[src/rtl/edge_capture_sched.sv]
// Round-robin scheduler for one shared dual-edge capture path: grant, settle, capture BURST pairs, deliver.
// Optional EDGE_SCHED_ABORT_EN: a granted requester dropping req during SETTLE/CAPTURE aborts the burst.
module edge_capture_sched #(
  parameter int BURST  = 8,
  parameter int SETTLE = 2
) (
  input  logic               clk,
  input  logic               rstb,
  input  logic [3:0]         req,
  input  logic [1:0]         pair_in,
  input  logic               data_ready,
  output logic [3:0]         grant,
  output logic [1:0]         sel,
  output logic               cap_en,
  output logic [2*BURST-1:0] data_out,
  output logic               data_valid,
  output logic [1:0]         data_id
);

  typedef enum logic [1:0] {S_IDLE, S_SETTLE, S_CAPTURE, S_DELIVER} state_t;

  state_t             state_q, state_d;
  logic [3:0]         grant_q, grant_d;
  logic [1:0]         sel_q, sel_d;
  logic [1:0]         ptr_q, ptr_d;
  logic [3:0]         cnt_q, cnt_d;
  logic [2*BURST-1:0] data_q, data_d;
  logic [1:0]         id_q, id_d;
  logic [2*BURST-1:0] shift_nx;
  logic [1:0]         win, idx;
  logic               found;
  logic               abort;

  // Oldest pair ends up in the MSBs; a single-pair burst is just the input.
  if (BURST > 1) begin : g_shift
    assign shift_nx = {data_q[2*BURST-3:0], pair_in};
  end else begin : g_single
    assign shift_nx = pair_in;
  end

  always_comb begin
    state_d = state_q;
    grant_d = grant_q;
    sel_d   = sel_q;
    ptr_d   = ptr_q;
    cnt_d   = cnt_q;
    data_d  = data_q;
    id_d    = id_q;
    win     = '0;
    idx     = '0;
    found   = 1'b0;
    abort   = 1'b0;
`ifdef EDGE_SCHED_ABORT_EN
    abort   = ~req[sel_q];
`endif

    for (int unsigned i = 0; i < 4; i++) begin
      idx = ptr_q + 2'(i);
      if (!found && req[idx]) begin
        found = 1'b1;
        win   = idx;
      end
    end

    case (state_q)
      S_IDLE: begin
        if (found) begin
          state_d = S_SETTLE;
          grant_d = 4'b0001 << win;
          sel_d   = win;
          cnt_d   = '0;
        end
      end
      S_SETTLE: begin
        if (abort) begin
          state_d = S_IDLE;
          grant_d = '0;
          ptr_d   = sel_q + 2'd1;
          cnt_d   = '0;
        end else if (cnt_q == 4'(SETTLE - 1)) begin
          state_d = S_CAPTURE;
          cnt_d   = '0;
        end else begin
          cnt_d = cnt_q + 4'd1;
        end
      end
      S_CAPTURE: begin
        if (abort) begin
          state_d = S_IDLE;
          grant_d = '0;
          ptr_d   = sel_q + 2'd1;
          cnt_d   = '0;
        end else begin
          data_d = shift_nx;
          if (cnt_q == 4'(BURST - 1)) begin
            state_d = S_DELIVER;
            id_d    = sel_q;
            cnt_d   = '0;
          end else begin
            cnt_d = cnt_q + 4'd1;
          end
        end
      end
      S_DELIVER: begin
        if (data_ready) begin
          state_d = S_IDLE;
          grant_d = '0;
          ptr_d   = sel_q + 2'd1;
        end
      end
      default: state_d = S_IDLE;
    endcase
  end

  always_ff @(posedge clk or negedge rstb) begin
    if (!rstb) begin
      state_q <= S_IDLE;
      grant_q <= '0;
      sel_q   <= '0;
      ptr_q   <= '0;
      cnt_q   <= '0;
      data_q  <= '0;
      id_q    <= '0;
    end else begin
      state_q <= state_d;
      grant_q <= grant_d;
      sel_q   <= sel_d;
      ptr_q   <= ptr_d;
      cnt_q   <= cnt_d;
      data_q  <= data_d;
      id_q    <= id_d;
    end
  end

  assign grant      = grant_q;
  assign sel        = sel_q;
  assign cap_en     = (state_q == S_CAPTURE);
  assign data_valid = (state_q == S_DELIVER);
  assign data_out   = data_q;
  assign data_id    = id_q;

endmodule

[config.mk]
export PLATFORM = sky130hd
export DESIGN_NAME = edge_capture_sched
export DESIGN_NICKNAME = d
export VERILOG_FILES = /design/src/rtl/edge_capture_sched.sv
export SDC_FILE = /design/constraint.sdc
export NUM_CORES = 1
export LEC_CHECK = 0
export CAP_MARGIN = 20
export CORE_UTILIZATION = 49
export CTS_BUF_LIST = sky130_fd_sc_hd__clkbuf_16
export DETAILED_ROUTE_END_ITERATION = 10
export PLACE_DENSITY_LB_ADDON = 0.3
export SLEW_MARGIN = 0
export SYNTH_ARGS = -nofsm -noshare
export SYNTH_HDL_FRONTEND = slang
export SYNTH_SLANG_ARGS = --single-unit
[constraint.sdc]
create_clock -name clk -period 2.3 [get_ports clk]
set_input_delay 0.46 -clock clk [delete_from_list [all_inputs] [get_ports clk]]
set_output_delay 0.46 -clock clk [all_outputs]
set_load 0.005 [all_outputs]
==> metrics.csv <==
stage,metric,value,unit
hold_path,hold path start,grant[3]$_DFFE_PN0P_,
sta,f_max,482.2,MHz
hold_path,Hold Path End,grant[3]$_DFFE_PN0P_,
die,Die W,57.50,µm
routing,WL/cell,17.11,µm
placement,Placer Congestion,0.8303,
worst_setup_path,R2R depth,6,
clocking,CTS resizes,0,
grt,global-route wire length before repair,5.520,mm
routing,Vias,1166,
grt,vias in the first global route,1149,
synth,share of the synthesized area in the top cell type,53.07,%
die,row cnt,19,
layout,layout cells sized above 1,20.48,%
sta,Final min period,2.074,ns
run,Max Cap Viol,0,
power,Tot Pwr,3.129,mW
grt,Tot GR Track Use,23.10,%
placement,detailed placer's ending HPWL,2.317,mm
clocking,clk root buf,clkbuf_16,
worst_setup_path,worst reg2reg path endpoint,cnt_q[0]$_DFFE_PN0P_,
layout,nets,180,
worst_setup_path,Worst setup EP type,output port,
clocking,Clock Tree Buf Depth,2,
die,die area,3306,µm²
power,power per cell area,1520,nW/µm²
layout,area of the multi-input gates,680.7,µm²
worst_setup_path,Worst setup SP type,register,
synth,top area cells in the synthesized netlist,"dfrtp_1 53%, mux2_2 14%, ha_1 5.0%",
clocking,Clock Latency Late Sink,0.27,ns
worst_setup_path,CP max FO,6,
clocking,htree depth,2,
synth,cells after synthesis,124,
sta,Max-slew headroom,62.64,%
routing,final WL,3.370,mm
outcome,failing checks,design-rule violations,
sta,final hold violation count,0,
synth,leading area contributor after synthesis,dfrtp_1,
clocking,Worst-path clk slew,0.05,ns
die,Die Height,57.50,µm
routing,DR pass1 iterations,7,
clocking,CTS tree,built,
layout,ant diodes,0,
sta,Pins Over Slew Limit,0,
clocking,Num CTS Buffers,5,
die,I/O Pins,35,
grt,grt total ovfl,0,
layout,P&R area growth vs syn,36.40,%
clocking,Setup Buffers After CTS,0,
synth,syn_nets,139,
sta,Worst Max-Slew Pin Slew,0.5463,ns
routing,ANT nets after route,0,
grt,antenna violations before repair,0,
clocking,Sink Count,32,
sta,unrepaired setup endpoints after global routing,no,
grt,largest net degree at the start of global routing,33,
routing,routed vias/inst,5.919,
hold_path,worst hold path depth,2,
synth,"Cell Area, Synth",1509,µm²
worst_setup_path,"Arr. time, crit path",1.61,ns
synth,#FFs+latches synth,32,
sta,setup tns final,0,ns
die,Core Region,2829,µm²
worst_setup_path,Required @ worst endpoint,1.84,ns
synth,Syn Area/Cell,12.17,µm²
worst_setup_path,RR Startpoint,state_q[0]$_DFFE_PN0P_,
synth,sequential share of the synthesized area,53.07,%
hold_path,Hold WC Path Type,register to register,
sta,period utilization,90.16,%
sta,Final setup viols,0,
routing,DRC violations left,2,
clocking,# hold bufs at CTS,0,
die,Initial Util,53.34,%
layout,register area,800.8,µm²
synth,yosys warns,0,
layout,Filler cells,209,
outcome,status,"finished, violations left",
worst_setup_path,crit path kind,register to output port,
placement,port bufs,34,
routing,DR iter-0 viols,40,
power,Worst VDD drop,0.9686,mV
synth,Yosys cell types,36,
power,Pleak,0.8991,nW
sta,Clock Skews,0.003802,ns
worst_setup_path,FF-to-FF setup slack,0.41,ns
-- worst max path at each step --
stage | from | end | slack (ns) | cells after the start
after detailed placement | req[1] | state_q[1]$_DFFE_PN0P_ | 0.15 | 5
after global routing | state_q[0]$_DFFE_PN0P_ | cap_en | 0.17 | 3
after floorplan | state_q[0]$_DFFE_PN0P_ | data_out[0]$_DFFE_PN0N_ | 0.57 | 5
after CTS | state_q[0]$_DFFE_PN0P_ | cap_en | 0.21 | 3
after global placement | req[1] | state_q[1]$_DFFE_PN0P_ | 0.20 | 5
final | state_q[0]$_DFFE_PN0P_ | cap_en | 0.23 | 3
-- metrics by stage --
stage,util [%],worst slack [ns],hold slack [ns],instance area (µm²),cells
after floorplan,-,0.5720,0.1644,1509,124
final,72.76,0.2264,0.4736,2058,197
after CTS,72.76,0.2128,0.4775,2058,197
after global placement,66.96,0.1978,0.4661,1894,189
after detailed placement,66.96,0.1454,0.4658,1894,189
after global routing,72.76,0.1680,0.5098,2058,197
-- cells in the mapped netlist, drive strengths merged --
| cell | count |
|---|---|
| mux2 | 19 |
| a22o | 1 |
| o21ai | 11 |
| nor2b | 3 |
| o21bai | 1 |
| dfrtp | 32 |
| inv | 5 |
| nor3b | 1 |
| o22ai | 1 |
| nand3 | 1 |
| or3b | 2 |
| a21o | 1 |
| mux2i | 1 |
| or4 | 1 |
| nor3 | 3 |
| nor4b | 1 |
| or2b | 1 |
| nand2b | 1 |
| o21a | 1 |
| buf | 1 |
| clkbuf | 1 |
| nand2 | 12 |
| nor4 | 1 |
| o221a | 1 |
| or4bb | 1 |
| nor2 | 2 |
| nand4b | 1 |
| ha | 6 |
| a2111oi | 1 |
| xnor2 | 1 |
| a32o | 2 |
| a21oi | 4 |
| o31ai | 3 |
-- placed cells by master (no fill, tap or decap), drive strengths merged, types with 2 or more instances in the layout --
master,n
mux2,19
nor3,3
nand2,12
buf,2
clkdlybuf4s50,34
ha,6
o21ai,11
nor2b,3
dfrtp,32
o31ai,3
inv,6
clkbuf,5
nor2,2
or3b,2
a21oi,4
a32o,2
-- report_power, final --
part / internal [mW] / switching [mW]
clock: 0.504 / 0.230
sequential: 0.810 / 0.199
combinational: 0.813 / 0.573
total: 2.13 / 1.00
-- metal layers --
metal / part of all wire [%] / GRT usage (%) / wire length, µm
met1: 39 / 26.20 / 1316
met2: 51 / 37.71 / 1731
met3: 7.8 / 10.20 / 263
met4: 1.8 / 10.10 / 59
met5: 0 / 0 / 0
-- area by class of cell --
class | instances | share of cell area, %
clock inverters | 3 | 1.885
flip-flops and latches | 32 | 38.91
inverters | 5 | 0.9119
repair buffers | 36 | 17.26
multi-input cells | 85 | 33.07
well taps | 31 | 1.885
clock buffers | 5 | 6.079
-- cell families after synthesis --
logic type,after synthesis,share of synthesized area [%]
AO/OA/AOI/OAI,27,12.02
XOR/XNOR,1,0.5805
adder cells (fa/ha/maj),6,4.975
buffers and inverters,7,1.824
flip-flops,32,53.07
multiplexers,20,15.67
AND/OR/NAND/NOR,31,11.86
-- critical path, cell delays in order (launching register included) --
cell,delay (ns)
dfrtp_1,0.41
inv_1,0.12
ha_1,0.28
clkdlybuf4s50_1,0.54
-- state kept, by name, indices dropped and copies added (netlist names) --
name and cells:
ptr_q 2, cnt_q 4, data_out 16, data_id 2, sel 2, grant 4
state_q 2
(Power assumes the default switching activity.)
